`src/rtl/robot_pkg.sv`:
```
// Shared types for the robot navigation controller: motor command encoding,
// controller states and the camera zone decoder.
package robot_pkg;

    typedef enum logic [4:0] {
        MOT_STOP  = 5'b00001,
        MOT_FWD   = 5'b00010,
        MOT_RIGHT = 5'b00100,
        MOT_LEFT  = 5'b01000,
        MOT_SPIN  = 5'b10000
    } motor_e;

    // Encoding order matches the state_onehot bit order.
    typedef enum logic [3:0] {
        ST_IDLE     = 4'd0,
        ST_SEARCH   = 4'd1,
        ST_FORWARD  = 4'd2,
        ST_LEFT     = 4'd3,
        ST_RIGHT    = 4'd4,
        ST_STOP     = 4'd5,
        ST_ARRIVED  = 4'd6,
        ST_WAIT_ACK = 4'd7,
        ST_REARM    = 4'd8,
        ST_LOST     = 4'd9
    } nav_state_e;

    typedef enum logic [1:0] {
        DIR_NONE   = 2'd0,
        DIR_CENTRE = 2'd1,
        DIR_LEFT   = 2'd2,
        DIR_RIGHT  = 2'd3
    } zone_dir_e;

    typedef struct packed {
        zone_dir_e   dir;
        int unsigned mag;
    } zone_info_t;

    localparam int MAX_ZONES = 15;

    // Zone vector is zero-extended to MAX_ZONES; anything but a single set bit is "none".
    function automatic zone_info_t zone_decode(input logic [MAX_ZONES-1:0] z, input int zones);
        zone_info_t r;
        int cnt;
        int idx;
        int c;
        r.dir = DIR_NONE;
        r.mag = 0;
        cnt   = 0;
        idx   = 0;
        c     = (zones - 1) / 2;
        for (int i = 0; i < MAX_ZONES; i++) begin
            if (z[i]) begin
                cnt = cnt + 1;
                idx = i;
            end
        end
        if (cnt == 1) begin
            if (idx == c) begin
                r.dir = DIR_CENTRE;
            end else if (idx > c) begin
                r.dir = DIR_LEFT;
                r.mag = idx - c;
            end else begin
                r.dir = DIR_RIGHT;
                r.mag = c - idx;
            end
        end
        return r;
    endfunction

endpackage

```
`src/rtl/tick_gen.sv`:
```
// Decision tick generator: down-counter that pulses tick for one clk
// every TICK_CYCLES clks, starting on the first clk after reset.
module tick_gen #(
    parameter int TICK_CYCLES = 50000000
) (
    input  logic clk,
    input  logic reset,
    output logic tick
);

    localparam int CW = (TICK_CYCLES > 1) ? $clog2(TICK_CYCLES) : 1;

    logic [CW-1:0] cnt;

    assign tick = (cnt == '0);

    always_ff @(posedge clk) begin
        if (reset) begin
            cnt <= '0;
        end else if (tick) begin
            cnt <= CW'(TICK_CYCLES - 1);
        end else begin
            cnt <= cnt - 1'b1;
        end
    end

endmodule

```
`src/rtl/robot_nav_fsm.sv`:
```
// Summon-and-follow navigation controller: seeks a camera target, approaches
// it, waits for operator acknowledge, and gives up after a search timeout.
//
// state    | meaning
// IDLE     | parked, waiting for bell
// SEARCH   | spinning, looking for a valid zone
// FORWARD  | target centred, driving straight
// LEFT     | target left of centre, turning left
// RIGHT    | target right of centre, turning right
// STOP     | proximity asserted, halted
// ARRIVED  | target reached (one tick)
// WAIT_ACK | waiting for operator button or re-summon
// REARM    | re-arm pulse (one tick) before searching again
// LOST     | search timed out, waiting for button
module robot_nav_fsm
    import robot_pkg::*;
#(
    parameter int ZONES          = 5,
    parameter int TICK_CYCLES    = 50000000,
    parameter int DEBOUNCE_TICKS = 2,
    parameter int SEARCH_TIMEOUT = 30
) (
    input  logic                          clk,
    input  logic                          reset,
    input  logic                          bell,
    input  logic                          proximity,
    input  logic [ZONES-1:0]              zone,
    input  logic                          button1,
    output logic [4:0]                    motor_cmd,
    output logic [$clog2(ZONES/2+1)-1:0]  steer_level,
    output logic                          overwrite,
    output logic                          lost,
    output logic [9:0]                    state_onehot
);

    localparam int SW = $clog2(ZONES / 2 + 1);

    logic       tick;
    nav_state_e state;
    nav_state_e state_nxt;
    nav_state_e zone_target;
    zone_info_t zi;
    logic       prox_db;
    logic       prox_new;
    logic [3:0] db_cnt;
    logic [4:0] db_inc;
    logic       db_flip;
    logic [7:0] srch_cnt;
    logic [7:0] srch_inc;

    tick_gen #(.TICK_CYCLES(TICK_CYCLES)) u_tick_gen (
        .clk   (clk),
        .reset (reset),
        .tick  (tick)
    );

    assign zi       = zone_decode(MAX_ZONES'(zone), ZONES);
    assign srch_inc = srch_cnt + 8'd1;
    assign db_inc   = {1'b0, db_cnt} + 5'd1;
    assign db_flip  = (proximity != prox_db) && (db_inc >= 5'(DEBOUNCE_TICKS));
    // The FSM reacts on the same tick the debounced value settles.
    assign prox_new = db_flip ? proximity : prox_db;

    always_comb begin
        zone_target = ST_SEARCH;
        case (zi.dir)
            DIR_CENTRE: zone_target = ST_FORWARD;
            DIR_LEFT:   zone_target = ST_LEFT;
            DIR_RIGHT:  zone_target = ST_RIGHT;
            default:    zone_target = ST_SEARCH;
        endcase
    end

    always_comb begin
        state_nxt = ST_IDLE;
        case (state)
            ST_IDLE:     state_nxt = bell ? ST_SEARCH : ST_IDLE;
            ST_SEARCH: begin
                if (zi.dir != DIR_NONE) begin
                    state_nxt = zone_target;
                end else if (srch_inc >= 8'(SEARCH_TIMEOUT)) begin
                    state_nxt = ST_LOST;
                end else begin
                    state_nxt = ST_SEARCH;
                end
            end
            ST_FORWARD, ST_LEFT, ST_RIGHT:
                state_nxt = prox_new ? ST_STOP : zone_target;
            ST_STOP: begin
                if (!prox_new) begin
                    state_nxt = ST_SEARCH;
                end else if (zi.dir == DIR_CENTRE) begin
                    state_nxt = ST_ARRIVED;
                end else begin
                    state_nxt = ST_STOP;
                end
            end
            ST_ARRIVED:  state_nxt = ST_WAIT_ACK;
            ST_WAIT_ACK: state_nxt = button1 ? ST_IDLE : (bell ? ST_REARM : ST_WAIT_ACK);
            ST_REARM:    state_nxt = ST_SEARCH;
            ST_LOST:     state_nxt = button1 ? ST_IDLE : ST_LOST;
            default:     state_nxt = ST_IDLE;
        endcase
    end

    // Outputs are registered from the next state so they always match the state register.
    always_ff @(posedge clk) begin
        if (reset) begin
            state        <= ST_IDLE;
            prox_db      <= 1'b0;
            db_cnt       <= '0;
            srch_cnt     <= '0;
            motor_cmd    <= MOT_STOP;
            steer_level  <= '0;
            overwrite    <= 1'b0;
            lost         <= 1'b0;
            state_onehot <= 10'b0000000001;
        end else if (tick) begin
            state   <= state_nxt;
            prox_db <= prox_new;
            if (proximity == prox_db || db_flip) begin
                db_cnt <= '0;
            end else begin
                db_cnt <= db_inc[3:0];
            end
            srch_cnt <= (state == ST_SEARCH && state_nxt == ST_SEARCH) ? srch_inc : 8'd0;
            case (state_nxt)
                ST_SEARCH:  motor_cmd <= MOT_SPIN;
                ST_FORWARD: motor_cmd <= MOT_FWD;
                ST_LEFT:    motor_cmd <= MOT_LEFT;
                ST_RIGHT:   motor_cmd <= MOT_RIGHT;
                default:    motor_cmd <= MOT_STOP;
            endcase
            steer_level  <= (state_nxt == ST_LEFT || state_nxt == ST_RIGHT) ? SW'(zi.mag) : '0;
            overwrite    <= (state_nxt == ST_REARM);
            lost         <= (state_nxt == ST_LOST);
            state_onehot <= 10'b0000000001 << state_nxt;
        end
    end

endmodule

```
`config.mk`:
```
export PLATFORM = sky130hd
export DESIGN_NAME = robot_nav_fsm
export DESIGN_NICKNAME = d
export VERILOG_FILES = /design/src/rtl/robot_pkg.sv /design/src/rtl/tick_gen.sv /design/src/rtl/robot_nav_fsm.sv
export SDC_FILE = /design/constraint.sdc
export NUM_CORES = 1
export LEC_CHECK = 0
export CORE_ASPECT_RATIO = 1.25
export CORE_MARGIN = 2
export CORE_UTILIZATION = 35
export DETAILED_ROUTE_END_ITERATION = 10
export PLACE_DENSITY_LB_ADDON = 0.12
export RECOVER_POWER = 25
export SYNTH_ARGS = -nofsm -noshare
export SYNTH_HDL_FRONTEND = slang
export SYNTH_SLANG_ARGS = --single-unit
export TNS_END_PERCENT = 30
```
`constraint.sdc`:
```
create_clock -name clk -period 6.95 [get_ports clk]
set_clock_uncertainty 0.1 [all_clocks]
set_input_delay 1.39 -clock clk [delete_from_list [all_inputs] [get_ports clk]]
set_output_delay 1.39 -clock clk [all_outputs]
set_load 0.01 [all_outputs]
```
== Word level (Yosys, flattened, before mapping) ==
Cells that the tools add are included.

* Shift-type cells: 1
* Muxes and demuxes: 30
* Reduce and logical (&&, ||, !) cells: 9
* Equality and inequality tests: 22
* Add/subtract/negate cells: 9
* Magnitude comparators: 3

{| class="wikitable"
|+ Operator list
! operator !! count
|-
| 32-bit two-way mux || 8
|-
| 32-bit by 2-bit adder with 32-bit output (second input constant) || 4
|-
| 34-bit two-way mux || 1
|-
| 33-bit two-way mux || 1
|-
| 32-bit by 2-bit == test with 1-bit output (second input constant) || 1
|-
| 32-bit by 3-bit == test with 1-bit output (second input constant) || 1
|-
| 32-bit by 3-bit > comparator with 1-bit output (second input constant) || 1
|-
| 4-bit case mux with 8 select lines || 1
|-
| 3-bit by 32-bit subtractor with 32-bit output (first input constant) || 1
|-
| 32-bit by 3-bit subtractor with 32-bit output (second input constant) || 1
|-
| 4-bit two-way mux || 7
|-
| 26-bit zero test || 1
|-
| 26-bit two-way mux || 1
|-
| 26-bit by 1-bit subtractor with 26-bit output (second input constant) || 1
|-
| 4-bit by 3-bit == test with 1-bit output (second input constant) || 5
|-
| 5-bit case mux with 4 select lines || 1
|-
| 4-bit by 2-bit == test with 1-bit output (second input constant) || 4
|-
| 4-bit == test (second input constant) || 4
|-
| 1-bit by 4-bit << shifter with 10-bit output (first input constant) || 1
|-
| 3-bit case mux with 3 select lines || 1
|-
| 8-bit by 1-bit adder with 8-bit output (second input constant) || 1
|-
| 4-bit by 1-bit == test with 1-bit output (second input constant) || 2
|-
| 8-bit by 5-bit greater-or-equal comparator with 1-bit output (second input constant) || 1
|-
| 8-bit two-way mux || 1
|-
| other kinds (15) || 23
|}

* Output and inout port bits: 19
* Input port bits: 10
* Register bits: 62

== Longest topological paths before layout ==
Gate-level depths: netlist of the first run.

* Depth after elaboration: 18
* Gate-level depth with buffers: 20
* Gate-level depth less buffers: 20

== By module ==
Synthesis of the first run repeated with hierarchy kept, for this count alone.

* Cells, all modules: 398
* Area, all modules: 3,464.6 µm²

{| class="wikitable"
|+ Modules (own cells, without submodules)
! module !! cells each !! times used !! area an instance (µm²)
|-
| robot_nav_fsm || 265 || 1 || 2,288.4
|-
| tick_gen || 133 || 1 || 1,176.1
|}

== Worst setup path after synthesis of the first run ==
Ideal clock, no wire load.

* Path type: input-to-reg
* From: input zone[0]
* To: register steer_level[0]
* Arrival: 5.330 ns
* Path buffers: 0
* Setup slack: 1.462 ns
* Required time: 6.792 ns
* Setup time: 0.058 ns
* Stages on the path: 19
* Cells stage by stage: ha_1 > nor2b_1 > or2_2 > ha_1 > nand2b_1 > o31a_1 > ha_1 > xor2_1 > xnor2_1 > nor4bb_1 > nor2_1 > ha_1 > and3_1 > a21bo_2 > o221a_2 > nor3b_1 > nand2_1 > a2111oi_4 > a21o_1

* Longest elaborated chain between the ends: 18

{| class="wikitable"
|+ RTL lines
! what !! RTL line !! text
|-
| from (decl) || robot_nav_fsm.sv:27 || <nowiki>input logic [ZONES-1:0] zone,</nowiki>
|-
| 1-bit two-way mux * || robot_pkg.sv:53 || <nowiki>if (z[i]) begin</nowiki>
|-
| 32-bit by 2-bit adder with 32-bit output || robot_pkg.sv:54 || <nowiki>cnt = cnt + 1;</nowiki>
|-
| 32-bit two-way mux * || robot_pkg.sv:53 ||
|-
| 32-bit by 2-bit adder with 32-bit output || robot_pkg.sv:54 ||
|-
| 32-bit two-way mux * || robot_pkg.sv:53 ||
|-
| 32-bit by 2-bit adder with 32-bit output || robot_pkg.sv:54 ||
|-
| 32-bit two-way mux * || robot_pkg.sv:53 ||
|-
| 32-bit by 2-bit adder with 32-bit output || robot_pkg.sv:54 ||
|-
| [... 2 more ...] || n/a ||
|-
| 34-bit two-way mux * || robot_pkg.sv:58 || <nowiki>if (cnt == 1) begin</nowiki>
|-
| 2-bit == test / 2-bit by 1-bit == test with 1-bit output (equally long branches) || robot_nav_fsm.sv:66, robot_nav_fsm.sv:92 ||
|-
| 3-bit case mux with 3 select lines / 2-bit two-way mux (equally long branches) || robot_nav_fsm.sv:66, robot_nav_fsm.sv:92 ||
|-
| 4-bit two-way mux (tied with other cells) || robot_nav_fsm.sv:88 || <nowiki>state_nxt = prox_new ? ST_STOP : zone_target;</nowiki>
|-
| 4-bit case mux with 8 select lines || robot_nav_fsm.sv:76 || <nowiki>case (state)</nowiki>
|-
| 4-bit by 2-bit == test with 1-bit output / 4-bit by 3-bit == test with 1-bit output (equally long branches) || robot_nav_fsm.sv:134 || <nowiki>steer_level <= (state_nxt == ST_LEFT || state_nxt == ST_RIGHT) ? SW'(zi.mag) : '0;</nowiki>
|-
| 1-bit logical OR || robot_nav_fsm.sv:134 ||
|-
| 2-bit two-way mux * || robot_nav_fsm.sv:134 ||
|-
| to (signal assigned) || robot_nav_fsm.sv:134 ||
|-
| to (decl) || robot_nav_fsm.sv:30 || <nowiki>output logic [$clog2(ZONES/2+1)-1:0] steer_level,</nowiki>
|}

Mark *: on every way between the ends. The rest lies on a longest branch, timed or not.
A chain may end at the register's enable or synchronous reset.

== Final worst setup path of the first run ==
* From: input zone[0]
* To: register srch_cnt[2]

* Longest elaborated chain between the ends: 18

{| class="wikitable"
|+ RTL lines
! what !! RTL line !! text
|-
| 1-bit two-way mux * || robot_pkg.sv:53 ||
|-
| 32-bit by 2-bit adder with 32-bit output || robot_pkg.sv:54 ||
|-
| 32-bit two-way mux * || robot_pkg.sv:53 ||
|-
| 32-bit by 2-bit adder with 32-bit output || robot_pkg.sv:54 ||
|-
| 32-bit two-way mux * || robot_pkg.sv:53 ||
|-
| 32-bit by 2-bit adder with 32-bit output || robot_pkg.sv:54 ||
|-
| 32-bit two-way mux * || robot_pkg.sv:53 ||
|-
| 32-bit by 2-bit adder with 32-bit output || robot_pkg.sv:54 ||
|-
| [... 2 more ...] || n/a ||
|-
| 34-bit two-way mux * || robot_pkg.sv:58 ||
|-
| 2-bit == test / 2-bit by 1-bit == test with 1-bit output (equally long branches) || robot_nav_fsm.sv:66, robot_nav_fsm.sv:92 ||
|-
| 3-bit case mux with 3 select lines / 2-bit two-way mux (equally long branches) || robot_nav_fsm.sv:66, robot_nav_fsm.sv:92 ||
|-
| 4-bit two-way mux (tied with other cells) || robot_nav_fsm.sv:88 ||
|-
| 4-bit case mux with 8 select lines * || robot_nav_fsm.sv:76 ||
|-
| 4-bit by 1-bit == test with 1-bit output * || robot_nav_fsm.sv:126 || <nowiki>srch_cnt <= (state == ST_SEARCH && state_nxt == ST_SEARCH) ? srch_inc : 8'd0;</nowiki>
|-
| 1-bit logical AND * || robot_nav_fsm.sv:126 ||
|-
| 8-bit two-way mux * || robot_nav_fsm.sv:126 ||
|-
| to (signal assigned) || robot_nav_fsm.sv:126 ||
|-
| to (decl) || robot_nav_fsm.sv:48 || <nowiki>logic [7:0] srch_cnt;</nowiki>
|}

Marked as above.

==> impl_metrics.csv, run 1 <==
group,metric,value,unit
die,core_area,9030,um^2
cts,cts_tree,"yes",
synthesis,synth_top_area_share,0.388,
timing,rsz0062_at_grt,"no",
timing,finalSetupViolCount,0,
die,dieArea,9920,um^2
cts,clk_path_buf_depth,2,
power_and_ir_drop,comb_power_share,0.359,
die,ios,29,
die,die_y,111,um
global_route,grt-ovfl-total,0,
route,drc,0,
job,maxCapViolCount,1,
setup_path,critPathBufInv,2,
timing,min_period,5.90,ns
global_route,antenna_found_initial,0,
cells_and_area,antenna-diode-count,0,
timing,relSlewSlack,-0.203,
global_route,grt_pass1_wl,12200,um
power_and_ir_drop,switching_share,0.344,
cts,cts_sinks,62,
hold_path,holdCritPathClass,"flip-flop to flip-flop",
cells_and_area,nets,436,
setup_path,critPathMaxFanout,6,
global_route,grt_max_degree,40,
setup_path,required,7.12,ns
placed_design,place_congestion,0.814,
timing,setup_ws,1.05,ns
synthesis,synth_top_cells_by_area,"dfxtp_1, xnor2_1, nor2_1, ha_1, nand2_1",
route,drt_iter0_drc,141,
setup_path,worstSetupPathType,"primary input to flip-flop",
die,rows,39,
power_and_ir_drop,p_int,0.00110,W
power_and_ir_drop,pwr-share-clk,0.333,
route,drtPass1Iterations,4,
synthesis,async_flop_share,0,
setup_path,crit_path_cell_trace,"clkdlybuf4s50_1 > ha_1 > nor2b_1 > or2_2 > ha_1 > nand2b_1 > o31a_1 > ha_1 > xor2_1 > xnor2_1 > nor4bb_1 > nor2_1 > ha_1 > and3_1 > a21bo_2 > o221a_2 > nor3b_1 > buf_4 > and4_1 > o21ai_0 > nand2_1",
timing,hold_viol_final,0,
synthesis,ys_seq_elements,62,
power_and_ir_drop,peakVddDrop,286,uV
die,die_x,89.5,um
cts,clkLatencyLatePin,0.33,ns
cts,post_cts_buffers,0,
synthesis,yosys.area.top_type,"dfxtp_1",
timing,max_freq,169,MHz
run_status,run_status,"complete, but fails checks",
run_status,violations,"capacitance limit, slew limit",
setup_path,crit_arrival,6.08,ns
synthesis,synth_common_cells,"dfxtp_1, nor2_1, nand2_1, a21oi_1, xnor2_1",
power_and_ir_drop,seqPwrFrac,0.309,
timing,fin_crit_sh,0.849,
global_route,grtUsageTotal,0.157,
placed_design,pre_cts_ws,0.722,ns
timing,worstMarginPinSlew,1.80,ns
synthesis,yosys_warnings,0,
synthesis,syn_area,3200,um^2
route,post_drt_wl_per_cell,13.3,um
setup_path,worstSetupEndpointType,"flip-flop",
timing,report.final.slew_viol_count,40,
power_and_ir_drop,switching_power,0.000575,W
synthesis,ys_seq_area_frac,0.388,
global_route,first_global_vias,2641,
synthesis,synth.most_common_cell,"dfxtp_1",
cts,path_clk_slew,0.05,ns
placed_design,hpwlAfterDp,5130,um
setup_path,cp-start-kind,"primary input",
synthesis,synth_edf_count,0,
setup_path,slowest_delay,0.42,ns
timing,tns,0,ns
cells_and_area,area_growth,23.8,%
power_and_ir_drop,leakage,1.57,nW
die,start_util,0.354,
cts,hold_buffers,0,
power_and_ir_drop,power_density,423,nW/um^2
setup_path,slowest_stage,"clkdlybuf4s50_1",
cts,htree_levels,3,
route,final_antenna_net_count,0,
cts,cts_resized,0,
synthesis,synthDistinctLibCells,50,
synthesis,syn_area_per_cell,8.26,um^2
cells_and_area,drive_gt1_frac,0.0742,
cells_and_area,fill_cells,923,
synthesis,postSynthCellCount,387,
cts,cts_buffers,9,
setup_path,cpLargestDelayFamily,"simple AND/OR/NAND/NOR gates",
route,wl,7200,um
route,vias_per_cell,5.10,
synthesis,synth.net_count,410,
synthesis,synth_ff_type,"dfxtp_1",
cts,cts-root-buf,"clkbuf_16",
placed_design,port_buffers,28,
route,vias,2759,
setup_path,cp_common_cell,"ha_1",
[path summary, 6_finish.rpt]
path / startpoint / end / slack, ns / cells after the start
setup / recovery: zone[0] / srch_cnt[2] / 1.05 / 21
setup reg to reg: u_tick_gen.cnt[6] / steer_level[0] / 3.31 / 7
hold / removal: state_onehot[4] / state_onehot[4] / 0.34 / 1
hold reg to reg: state_onehot[4] / state_onehot[4] / 0.34 / 1
[power by group through the flow]
stage | Sequential [W] | Combinational [W] | Clock (W)
after floorplan | 0.000503 | 0.000484 | 0
after global placement | 0.000522 | 0.000601 | 0
after detailed placement | 0.000523 | 0.000604 | 0
after CTS | 0.000517 | 0.000610 | 0.000566
after global routing | 0.000530 | 0.000682 | 0.000581
final | 0.000516 | 0.000599 | 0.000556
[flip-flops by register name, summed over array words and instances, names as in the netlist]
register        count
db_cnt              4
lost                1
motor_cmd           5
overwrite           1
prox_db             1
srch_cnt            8
state               4
state_onehot       10
steer_level         2
u_tick_gen.cnt     26
[metal layers]
| metal | share of wire | up-vias | track usage | wire (um) |
|---|---|---|---|---|
| met3 | 0.024 | 10 | 0.0320 | 173 |
| met2 | 0.52 | 30 | 0.268 | 3730 |
| met5 | 0 | - | 0 | 0 |
| li1 | - | 1415 | - | - |
| met4 | 0.017 | 0 | 0.0657 | 125 |
| met1 | 0.44 | 1304 | 0.186 | 3170 |
[layout by cell type (no fill, tap or decap), types with 3 or more instances in the layout]
cell             Yosys  routed
dlygate4sd3_1        0      13
nor4_1              11      11
bufinv_16            0       4
a21o_1               9       9
nand3_1             11      11
or2_2                4       4
inv_1               10      10
dfxtp_1             62      62
nand2b_1             5       5
ha_1                13      13
clkdlybuf4s50_1      0      15
nand4_1              3       3
nor2b_1              8       8
a21oi_1             27      27
a211oi_1             6       6
xnor2_1             23      23
and3_1               3       3
o21ai_0             14      14
nor3_1              20      20
nand2_1             38      38
buf_4                0       3
or3_1                7       7
nor3b_1              3       3
and2_1               6       6
xor2_1               9       9
clkbuf_16            0       9
nor2_1              45      45
[final cells by class]
cell class	count	area [um^2]	share of cell area
multi-input combinational	298	1850	0.466
sequential	62	1240	0.314
timing repair buffer	32	307	0.0775
clock buffer	10	239	0.0604
tap	123	154	0.0389
clock inverter	6	133	0.0335
inverter	10	37.5	0.00949
[kinds of logic (layout without fill, tap and decap cells)]
group,Yosys count,after routing,synth area share
DFF,62,62,0.388
and+or+nand+nor,173,173,0.272
xor gates and xnor gates,32,32,0.0877
AOI/OAI and AO/OA,80,80,0.167
buffers and inverters,27,58,0.0344
adders and majority gates,13,13,0.0509
[through the flow]
step	util	instances	hold WS, ns	total power, W	area (um^2)
floorplan	-	387	0.331	0.000987	3200
global placement	0.398	525	0.340	0.00112	3590
CTS	0.439	541	0.351	0.00169	3960
detailed placement	0.398	525	0.339	0.00113	3590
finish	0.438	541	0.344	0.00167	3960
global route	0.438	541	0.367	0.00179	3960
[worst register-to-register path: stages, from the launching register on]
cell,delay [ns]
dfxtp_1,0.33
or4_4,0.55
or3_4,0.36
or3_1,0.45
or3_1,0.78
or3_4,0.58
a2111oi_4,0.33
a21o_1,0.11
No activity file was read; power rests on OpenSTA's default activity.
==> run 2: changes to the inputs <==
==> constraint.sdc (replaced) <==
create_clock -name clk -period 5.37 [get_ports clk]
set_clock_uncertainty 0.1 [all_clocks]
set_input_delay 1.074 -clock clk [delete_from_list [all_inputs] [get_ports clk]]
set_output_delay 1.074 -clock clk [all_outputs]
set_load 0.01 [all_outputs]
==> impl_metrics.csv, run 2 (synthesized netlist as in run 1, its figures left out) <==
group,metric,value,unit
cells_and_area,largest_register_ffs,26,
placed_design,place_congestion,0.860,
cts,path_clk_slew,0.06,ns
cells_and_area,largestRegisters,"u_tick_gen.cnt: 26 flops, state_onehot: 10 flops, srch_cnt: 8 flops",
setup_path,slowest_delay,0.50,ns
route,wl,7310,um
cells_and_area,top_register,"u_tick_gen.cnt",
die,rows,39,
timing,min_period,5.17,ns
global_route,grt-ovfl-total,0,
power_and_ir_drop,power_density,509,nW/um^2
cells_and_area,finalNonFillerCells,566,
cells_and_area,area_growth,29.9,%
route,final_antenna_net_count,0,
cells_and_area,nets,461,
global_route,first_global_vias,2670,
power_and_ir_drop,p_int,0.00136,W
route,drc,0,
die,dieArea,9920,um^2
setup_path,required,5.53,ns
timing,hold_viol_final,0,
cells_and_area,mostFrequentLayoutCells,"dfxtp_1, nor2_1, nand2_1",
cts,cts_tree,"yes",
power_and_ir_drop,switching_power,0.000758,W
cts,clk_path_buf_depth,2,
hold_path,holdCritPathClass,"flip-flop to flip-flop",
setup_path,critPathMaxFanout,5,
setup_path,crit_arrival,5.34,ns
global_route,grt_max_degree,28,
die,start_util,0.354,
power_and_ir_drop,peakVddDrop,332,uV
timing,hold_slack,0.345,ns
cts,htree_levels,3,
route,vias_per_cell,4.96,
route,drt_iter0_drc,105,
cts,cts_sinks,62,
route,drtPass1Iterations,4,
global_route,grt_pass1_wl,12200,um
timing,finalSetupViolCount,0,
cells_and_area,final_common_cell,"dfxtp_1",
cts,clkLatencyLatePin,0.32,ns
job,maxCapViolCount,0,
die,die_y,111,um
power_and_ir_drop,pwr-share-clk,0.270,
power_and_ir_drop,total_power,0.00211,W
route,vias,2805,
route,post_drt_wl_per_cell,12.9,um
placed_design,dpl.cell_count,548,
global_route,grtUsageTotal,0.157,
setup_path,worstSetupEndpointType,"flip-flop",
die,die_x,89.5,um
cts,hold_buffers,0,
power_and_ir_drop,comb_power_share,0.414,
run_status,run_status,"finished clean",
die,core_area,9030,um^2
timing,fin_crit_sh,0.963,
setup_path,cp-start-kind,"primary input",
placed_design,port_buffers,28,
cells_and_area,antenna-diode-count,0,
timing,relSlewSlack,0.323,
global_route,antenna_found_initial,0,
power_and_ir_drop,seqPwrFrac,0.316,
cells_and_area,drive_gt1_frac,0.156,
setup_path,crit_path_cell_trace,"clkdlybuf4s50_1 > ha_2 > nor2b_1 > or2_2 > ha_1 > nand2b_1 > o31a_1 > buf_4 > or4_4 > nor2_2 > nor2_2 > buf_4 > ha_1 > or4b_4 > a311oi_2 > or3_4 > or3_4 > a2111oi_4 > a21o_1",
placed_design,hpwlAfterDp,5330,um
setup_path,slowest_stage,"or4_4",
cts,cts_buffers,9,
timing,worstMarginPinSlew,1.02,ns
timing,report.final.slew_viol_count,0,
cells_and_area,fill_cells,900,
cts,cts-root-buf,"clkbuf_16",
die,ios,29,
setup_path,worstSetupPathType,"primary input to flip-flop",
power_and_ir_drop,switching_share,0.358,
timing,max_freq,193,MHz
power_and_ir_drop,leakage,1.68,nW
## run 2: changes by cell type in the layout (fill, tap and decap cells not counted), moves of 2 or more
cell             previous run  this run
bufinv_16                   4         1
dlygate4sd3_1              13        18
buf_4                       3        29
clkdlybuf4s50_1            15        10
nor2_2                      0         2
nor2_1                     45        43
ha_1                       13        11
## run 2: through the flow
stage | area (um^2) | setup WS [ns] | utilization | TNS, ns
floorplan | 3200 | 0.198 | - | 0
global placement | 3760 | -0.278 | 0.417 | -3.79
detailed placement | 3760 | -0.369 | 0.417 | -5.64
CTS | 4070 | 0.0103 | 0.451 | 0
global route | 4150 | -0.00334 | 0.460 | -0.00334
finish | 4150 | 0.197 | 0.460 | 0
## run 2: cell type report
type	instances	area (um^2)	share of cell area
multi-input cells	298	1920	0.463
flip-flops and latches	62	1240	0.299
repair buffers	57	498	0.120
clock buffers	11	243	0.0584
well taps	123	154	0.0370
clock inverters	5	58.8	0.0142
inverters	10	37.5	0.00904
## run 2: repair_timing
item                       4_1_cts  5_1_grt
setup buffers                    0        2
setup endpoints to repair        2       27
pin swaps                        0        7
resized for setup                1       14
## run 2: power by group through the flow
stage | sequential [W] | clock [W] | combinational [W]
final | 0.000668 | 0.000571 | 0.000876
after global routing | 0.000685 | 0.000609 | 0.000991
after CTS | 0.000667 | 0.000590 | 0.000864
after detailed placement | 0.000675 | 0 | 0.000856
after global placement | 0.000673 | 0 | 0.000855
after floorplan | 0.000651 | 0 | 0.000626
## run 2: routing by layer
metal | global-route usage | vias up | share of wire
li1 | - | 1463 | -
met1 | 0.194 | 1297 | 0.45
met2 | 0.258 | 30 | 0.50
met3 | 0.0231 | 15 | 0.019
met4 | 0.0816 | 0 | 0.022
met5 | 0 | - | 0
## run 2: worst max-delay path: cells and delay by family
family | cells | cell delay (ns)
simple gates | 9 | 2.30
buf+inv | 3 | 0.70
fa+ha+maj | 3 | 0.62
compound gates | 4 | 0.61
## run 2: path summary, 6_finish.rpt
check / start / to / slack [ns] / depth (start not counted)
worst max-delay path: zone[0] / steer_level[0] / 0.20 / 19
worst max register to register: u_tick_gen.cnt[6] / steer_level[0] / 1.71 / 7
worst min-delay path: motor_cmd[1] / motor_cmd[1] / 0.35 / 2
worst min register to register: motor_cmd[1] / motor_cmd[1] / 0.35 / 2
